--- src/rtl/seg_capture.sv ---
// Seven-segment readback: recovers per-digit hex nibbles and decimal points from a
// multiplexed active-low segment/anode bus once each lit pattern has been stable long enough.
module seg_capture #(
    parameter int DIGITS        = 4,
    parameter int STABLE_CYCLES = 4,
    localparam int IW           = (DIGITS > 1) ? $clog2(DIGITS) : 1
) (
    input  logic                  clk,
    input  logic                  reset,
    input  logic [7:0]            seg,
    input  logic [DIGITS-1:0]     an,
    output logic [4*DIGITS-1:0]   value,
    output logic [DIGITS-1:0]     dp,
    output logic [DIGITS-1:0]     valid,
    output logic [DIGITS-1:0]     err,
    output logic                  update,
    output logic [IW-1:0]         upd_idx,
    output logic                  frame
);

    localparam int CW = $clog2(STABLE_CYCLES + 1);
    localparam int NW = $clog2(DIGITS + 1);

    typedef enum logic [1:0] {
        IDLE,
        COUNT,
        HOLD
    } state_t;

    state_t              state, state_n;
    logic [7:0]          seg_q;
    logic [DIGITS-1:0]   an_q;
    logic [DIGITS+7:0]   prev_q;
    logic [CW-1:0]       cnt, cnt_n;
    logic [NW-1:0]       nzero;
    logic                sel_ok;
    logic [IW-1:0]       sel_idx;
    logic                changed;
    logic                capture;
    logic                glyph_ok;
    logic [3:0]          glyph;
    logic [DIGITS-1:0]   mask, mask_n;

    always_comb begin
        nzero   = '0;
        sel_idx = '0;
        for (int unsigned i = 0; i < DIGITS; i++) begin
            if (!an_q[i]) begin
                nzero   = nzero + 1'b1;
                sel_idx = IW'(i);
            end
        end
        sel_ok  = (nzero == NW'(1));
        changed = ({an_q, seg_q} != prev_q);
    end

    always_comb begin
        glyph_ok = 1'b1;
        glyph    = 4'h0;
        case (seg_q[6:0])
            7'b1000000: glyph = 4'h0;
            7'b1111001: glyph = 4'h1;
            7'b0100100: glyph = 4'h2;
            7'b0110000: glyph = 4'h3;
            7'b0011001: glyph = 4'h4;
            7'b0010010: glyph = 4'h5;
            7'b0000010: glyph = 4'h6;
            7'b1111000: glyph = 4'h7;
            7'b0000000: glyph = 4'h8;
            7'b0011000: glyph = 4'h9;
            7'b0001000: glyph = 4'hA;
            7'b0000011: glyph = 4'hB;
            7'b1000110: glyph = 4'hC;
            7'b0100001: glyph = 4'hD;
            7'b0000110: glyph = 4'hE;
            7'b0001110: glyph = 4'hF;
            default:    glyph_ok = 1'b0;
        endcase
    end

    // cnt counts samples of the current pattern; the capture decision is made while
    // the (STABLE_CYCLES-1)th sample is held so the result registers on the Nth edge.
    always_comb begin
        state_n = state;
        cnt_n   = cnt;
        capture = 1'b0;
        if (!sel_ok) begin
            state_n = IDLE;
            cnt_n   = '0;
        end else if (changed || state == IDLE) begin
            state_n = COUNT;
            cnt_n   = CW'(1);
        end else begin
            case (state)
                COUNT: begin
                    if (cnt == CW'(STABLE_CYCLES - 1)) begin
                        capture = 1'b1;
                        state_n = HOLD;
                        cnt_n   = '0;
                    end else begin
                        cnt_n = cnt + 1'b1;
                    end
                end
                HOLD:    state_n = HOLD;
                default: state_n = IDLE;
            endcase
        end
    end

    always_comb begin
        mask_n = mask | (DIGITS'(1) << sel_idx);
    end

    always_ff @(posedge clk) begin
        if (reset) begin
            seg_q  <= 8'hFF;
            an_q   <= '1;
            prev_q <= '1;
            state  <= IDLE;
            cnt    <= '0;
        end else begin
            seg_q  <= seg;
            an_q   <= an;
            prev_q <= {an_q, seg_q};
            state  <= state_n;
            cnt    <= cnt_n;
        end
    end

    always_ff @(posedge clk) begin
        if (reset) begin
            value   <= '0;
            dp      <= '0;
            valid   <= '0;
            err     <= '0;
            update  <= 1'b0;
            upd_idx <= '0;
            frame   <= 1'b0;
            mask    <= '0;
        end else begin
            update <= capture;
            frame  <= 1'b0;
            if (capture) begin
                upd_idx     <= sel_idx;
                dp[sel_idx] <= ~seg_q[7];
                if (glyph_ok) begin
                    value[{sel_idx, 2'b00} +: 4] <= glyph;
                    valid[sel_idx]               <= 1'b1;
                    err[sel_idx]                 <= 1'b0;
                end else begin
                    valid[sel_idx] <= 1'b0;
                    err[sel_idx]   <= 1'b1;
                end
                if (mask_n == '1) begin
                    frame <= 1'b1;
                    mask  <= '0;
                end else begin
                    mask <= mask_n;
                end
            end
        end
    end

endmodule

--- config.mk ---
export PLATFORM = sky130hd
export DESIGN_NAME = seg_capture
export DESIGN_NICKNAME = d
export VERILOG_FILES = /design/src/rtl/seg_capture.sv
export SDC_FILE = /design/constraint.sdc
export NUM_CORES = 1
export LEC_CHECK = 0
export CAP_MARGIN = 40
export CORE_ASPECT_RATIO = 1.1
export CORE_UTILIZATION = 25
export CTS_CLUSTER_SIZE = 8
export DETAILED_ROUTE_END_ITERATION = 16
export MAX_ROUTING_LAYER = met4
export SYNTH_ARGS = -nofsm -noshare
export SYNTH_HDL_FRONTEND = slang
export SYNTH_SLANG_ARGS = --single-unit
--- constraint.sdc ---
create_clock -name clk -period 4.33 [get_ports clk]
set_input_delay 1.0825 -clock clk [delete_from_list [all_inputs] [get_ports clk]]
set_output_delay 1.0825 -clock clk [all_outputs]
set_load 0.005 [all_outputs]
==> flow_summary.yaml, run 1 <==
run_status:
  outcome: "finished, final reports clean"
grt:
  grt_pass1_vias: 2182
  grt_antenna_before_repair: 0
  grt_pass1_wl_um: 11000
  grt.total_usage_pct: 11.9
  grt_max_degree: 36
  overflow: 0
synth:
  synth_fa_ha_area_share_pct: 2.55
  synth_top_family_by_area: "simple AND/OR/NAND/NOR gates"
  yosysSeqAreaShare_pct: 44.3
  synth.most_common_cell: "dfxtp_1"
  synthCells: 314
  synth_mux_area_share_pct: 6.47
  ys.flop_type: "dfxtp_1"
  syn_area_per_cell_um2: 9.36
  synth_warnings: 0
  async_flop_share_pct: 0
  syn_area_um2: 2940
  ys_types: 54
  synth_compound_area_share_pct: 12.5
  ys_seq_elements: 65
  yosys.area_share.simple_pct: 24.3
  synthXorXnorAreaFrac_pct: 5.07
  ys_top_cells_by_area: "dfxtp_1 44%, mux2i_1 6.5%, or2_2 4.3%"
  yosys-top-cells-count: "65 x dfxtp_1, 29 x nand2_1, 20 x or2_2"
  synthesis.nets: 334
  yosysTopAreaCell: "dfxtp_1"
  synth_top_area_share_pct: 44.3
  synth_edf_count: 0
detailed_routing:
  dr.pass1.iters: 4
  drtIter0Drc: 98
  vias: 2310
  vias_per_cell: 4.60
  detail_route.wl_per_cell_um: 13.2
  drc: 0
  totalWireLength_um: 6620
  ant_nets: 0
clock_network:
  cts_setup_buffers: 0
  clock_latency_ps: 330
  cts_sinks: 65
  root_buffer: "clkbuf_16"
  tritoncts: "built"
  clk_pin_slew_worst_paths_ps: 50
  cts_buffers: 9
  cts_hold_buf: 0
  htreeDepth: 3
  cts-resized-gates: 0
  clockBufferDepth: 2
pwr:
  p_int_mw: 1.03
  vdd_drop_max_v: 0.000180
  pwr-share-seq_pct: 47.3
  power_switching_mw: 0.312
  clkPwrFrac_pct: 46.5
  p_leak_nw: 1.31
  swShare_pct: 23.2
  pwr-share-comb_pct: 6.2
  power_density_nw_per_um2: 359
timing:
  tightest_slew_ps: 867
  max_freq_mhz: 319
  fin_crit_sh_pct: 72.4
  tns_ps: 0
  max-slew-margin-rel_pct: 41.8
  layout_min_cycle_time_ps: 3130
  slew_viol_final: 0
  setup_viol: 0
  holdWs_ps: 457
  rsz0062_at_grt: "no"
  hold_violations: 0
  clock_skew_ps: 6.05
worst_setup_path:
  rr_worst_depth: 10
  reg2reg_to: "mask[2]"
  path_cells: "inv_1 -> ha_1 -> xnor2_1 -> ha_1 -> nor3b_1 -> a31oi_1 -> o31ai_1 -> and3_1 -> a31oi_1 -> o21a_1"
  worstSetupPathType: "flip-flop to flip-flop"
  critPathCaptureType: "flip-flop"
  critPathMaxFanout: 17
  rr_startpoint: "an_q[1]"
  slowest_stage: "and3_1"
  worst_ep_required_time_ps: 4540
  r2r_setup_slack_ps: 1200
  worstPathArrival_ps: 3350
  start_kind: "flip-flop"
  slowest_delay_ps: 590
layout:
  drive_above_1_share_pct: 12.2
  nets: 369
  n_antenna_cell: 0
  fillers: 1191
  syn2layout_area_growth_pct: 27.2
floorplan:
  die_w_um: 105
  start_util_pct: 25.7
  fp.dieH_um: 116
  core_area_um2: 11400
  io_pins: 46
  core.rowCount: 41
  fp.dieArea_um2: 12200
min_path:
  hold_path_depth: 2
  hp-start: "value[4]"
  hp-class: "flip-flop to flip-flop"
  min_to: "value[4]"
flow_run:
  maxCapViolCount: 0
placed_design:
  io_buffers: 45
  place_congestion: 0.799
  hpwl_um: 4630
==> through the flow <==
step	setup slack [ps]	power, mW	area (µm²)	utilization, %	cells
floorplan	1680	0.703	2940	-	314
global placement	1320	0.729	3490	30.5	488
detailed placement	1250	0.731	3490	30.5	488
CTS	1200	1.36	3740	32.7	502
global route	885	1.40	3740	32.7	502
finish	1200	1.34	3740	32.7	502
==> how the worst max path moves through the flow <==
stage,from,depth (start not counted),to,slack [ps]
final,an_q[1],10,mask[2],1200
after global routing,an_q[1],10,mask[2],890
after CTS,an_q[0],10,mask[1],1200
after detailed placement,an_q[0],10,mask[2],1250
after global placement,an_q[0],10,mask[3],1320
after floorplan,an_q[1],12,upd_idx[0],1680
==> routing by layer <==
metal	GRT usage (%)	routed length, µm	up-vias
li1	-	-	1165
met1	13.7	2910	1093
met2	19.8	3360	41
met3	3.37	251	11
met4	4.51	97	0
met5	-	0	-
==> layout make-up <==
class	count	area [µm²]	share of cell area [%]
clock buffer	10	229	6.12
clock inverter	4	22.5	0.602
inverter	10	37.5	1.00
multi-input combinational	216	1500	40.0
sequential	65	1300	34.8
tap	150	188	5.02
timing repair buffer	47	465	12.4
==> worst max-delay path, delay by kind of cell, from the launching register on <==
kind                       cells  cell delay (ps)
xor gates and xnor gates       1              160
AOI/OAI and AO/OA              4             1000
DFF                            1              380
buffers and inverters          1              110
adders and majority gates      2              600
and+or+nand+nor                2              780
==> placed cells by master, fill, tap and decap left out, types with 6 or more instances in the layout <==
cell             Yosys  layout
nor3_1               8       8
nor2_1              16      16
o21ai_0              8       8
inv_1               10      10
ha_1                 6       6
xor2_1              12      12
nand2_1             29      29
or2_2               20      20
dfxtp_1             65      65
mux2i_1             19      19
a21oi_1             12      12
clkdlybuf4s50_1      0      45
clkbuf_16            0       9
==> kinds of logic (layout without fill, tap and decap cells) <==
logic type,after synthesis,after routing
DFF,65,65
xor gates and xnor gates,17,17
and+or+nand+nor,122,122
buffers and inverters,33,71
adders and majority gates,6,6
muxes,19,19
AOI/OAI and AO/OA,52,52
==> power by group through the flow <==
stage / clock (mW) / combinational, mW / sequential, mW
floorplan: 0 / 0.0720 / 0.631
global placement: 0 / 0.0816 / 0.647
detailed placement: 0 / 0.0834 / 0.648
CTS: 0.640 / 0.0842 / 0.635
global route: 0.675 / 0.0929 / 0.637
finish: 0.624 / 0.0829 / 0.635
Note: power is estimated with default switching activity, not from simulation.
==> run 2, diff against run 1 <==
- clock period: 4.33 -> 2.6 ns (I/O delays scaled with it)
==> run 2 against run 1 <==
Effect of this change: sequential cell count unchanged; total power up 73%; fmax up 26%; critical path depth down 4; combinational power up 150%; hold slack better by 1.6 ps; critical path type unchanged; critical endpoint is now value[14]; highest routed layer unchanged.
==> flow_summary.yaml, run 2 (synthesized netlist as in run 1, its figures left out) <==
detailed_routing:
  dr.pass1.iters: 4
  ant_nets: 0
  detail_route.wl_per_cell_um: 13.7
  drc: 0
  totalWireLength_um: 7200
  vias: 2410
  dr_wl_met3_um: 328
  wl_met1_um: 3220
  dr_wl_met2_um: 3560
  vias_per_cell: 4.57
  top_layer_used: "met4"
  drtIter0Drc: 102
timing:
  tns_ps: 0
  hold_violations: 0
  fin_crit_sh_pct: 95.5
  rsz0062_at_grt: "no"
  fin_ws_ps: 117
  slew_viol_final: 0
  max_freq_mhz: 403
  max-slew-margin-rel_pct: 43.2
  holdWs_ps: 458
  tightest_slew_ps: 845
  clock_skew_ps: 5.89
  layout_min_cycle_time_ps: 2480
  setup_viol: 0
floorplan:
  fp.dieArea_um2: 12200
  io_pins: 46
  start_util_pct: 25.7
  die_w_um: 105
  fp.dieH_um: 116
  core_area_um2: 11400
  core.rowCount: 41
worst_setup_path:
  worstPathArrival_ps: 2700
  r2r_setup_slack_ps: 120
  worstSetupPathType: "flip-flop to flip-flop"
  start_kind: "flip-flop"
  critPathCaptureType: "flip-flop"
  critPathMaxFanout: 17
  worst_ep_required_time_ps: 2820
grt:
  grt_pass1_wl_um: 11600
  grt_pass1_vias: 2380
  grt_antenna_before_repair: 0
  grt.total_usage_pct: 12.6
  overflow: 0
  grt_max_degree: 35
clock_network:
  clk_pin_slew_worst_paths_ps: 50
  cts_sinks: 65
  root_buffer: "clkbuf_16"
  tritoncts: "built"
  clock_latency_ps: 330
  htreeDepth: 3
  clockBufferDepth: 2
  cts_buffers: 9
layout:
  multi_input_area_um2: 1540
  nets: 393
  stdcell_count: 527
  seq_area_um2: 1300
  layout_commonest_cell: "dfxtp_1"
  n_antenna_cell: 0
  drive_above_1_share_pct: 19.9
  final_cell_mix: "65 x dfxtp_1, 45 x clkdlybuf4s50_1, 29 x nand2_1, 25 x buf_4, 20 x or2_2"
  fillers: 1169
  syn2layout_area_growth_pct: 35.7
run_status:
  outcome: "finished, final reports clean"
min_path:
  hp-class: "flip-flop to flip-flop"
flow_run:
  maxCapViolCount: 0
placed_design:
  hpwl_um: 5050
  dp.cells: 509
  io_buffers: 45
  place_congestion: 0.852
  post-place-ws_ps: -58.0
pwr:
  p_leak_nw: 1.45
  vdd_drop_max_v: 0.000249
  power_density_nw_per_um2: 581
-- run 2: cell types whose count changed in the layout (fill, tap and decap cells not counted), sizes merged --
cell | before | now
buf | 2 | 26
clkbuf | 10 | 11
clkinv | 3 | 4
clkinvlp | 1 | 0
-- run 2: power by group --
group | internal (mW) | total (mW) | switching, mW
Sequential | 1.02 | 1.04 | 0.0212
Clock | 0.658 | 1.07 | 0.415
Combinational | 0.103 | 0.207 | 0.104
-- run 2: layout make-up --
class	count	share of cell area, %
inverters	10	0.941
clock inverters	4	0.502
clock buffers	11	6.09
repair buffers	71	16.5
well taps	150	4.71
flip-flops and latches	65	32.6
multi-input cells	216	38.6
-- run 2: path summary, 6_finish.rpt --
check        startpoint        end  cells after the start
max reg2reg    seg_q[5]  value[14]                      6
max            seg_q[5]  value[14]                      6
min            value[9]   value[9]                      2
min reg2reg    value[9]   value[9]                      2
-- run 2: through the flow --
step | area [µm²] | util, % | power (mW)
2_1_floorplan | 2940 | - | 1.17
3_3_place_gp | 3660 | 32.0 | 1.24
3_5_place_dp | 3660 | 32.0 | 1.24
4_1_cts | 3950 | 34.6 | 2.33
6_report | 3990 | 34.9 | 2.32
5_1_grt | 3990 | 34.9 | 2.41
-- run 2: per-layer routing --
layer,vias up,GRT usage (%)
met3,10,3.66
met2,54,21.6
li1,1215,-
met4,0,4.13
met5,-,-
met1,1131,14.2
-- run 2: what timing repair did --
| item | CTS | global route |
|---|---|---|
| buffers inserted | 3 | 0 |
| endpoints found under the setup margin | 6 | 33 |
| pin swaps | 2 | 5 |
| hold buffers | 0 | 0 |
| gates resized for setup | 1 | 6 |
| endpoints found under the hold margin | 0 | 0 |
-- run 2: critical path, stage by stage (launching register included) --
cell and delay, ps:
dfxtp_1 480, or4b_1 650, a2111oi_4 440, nor4_4 80, buf_4 210, nand2b_1 250
a31o_1 250
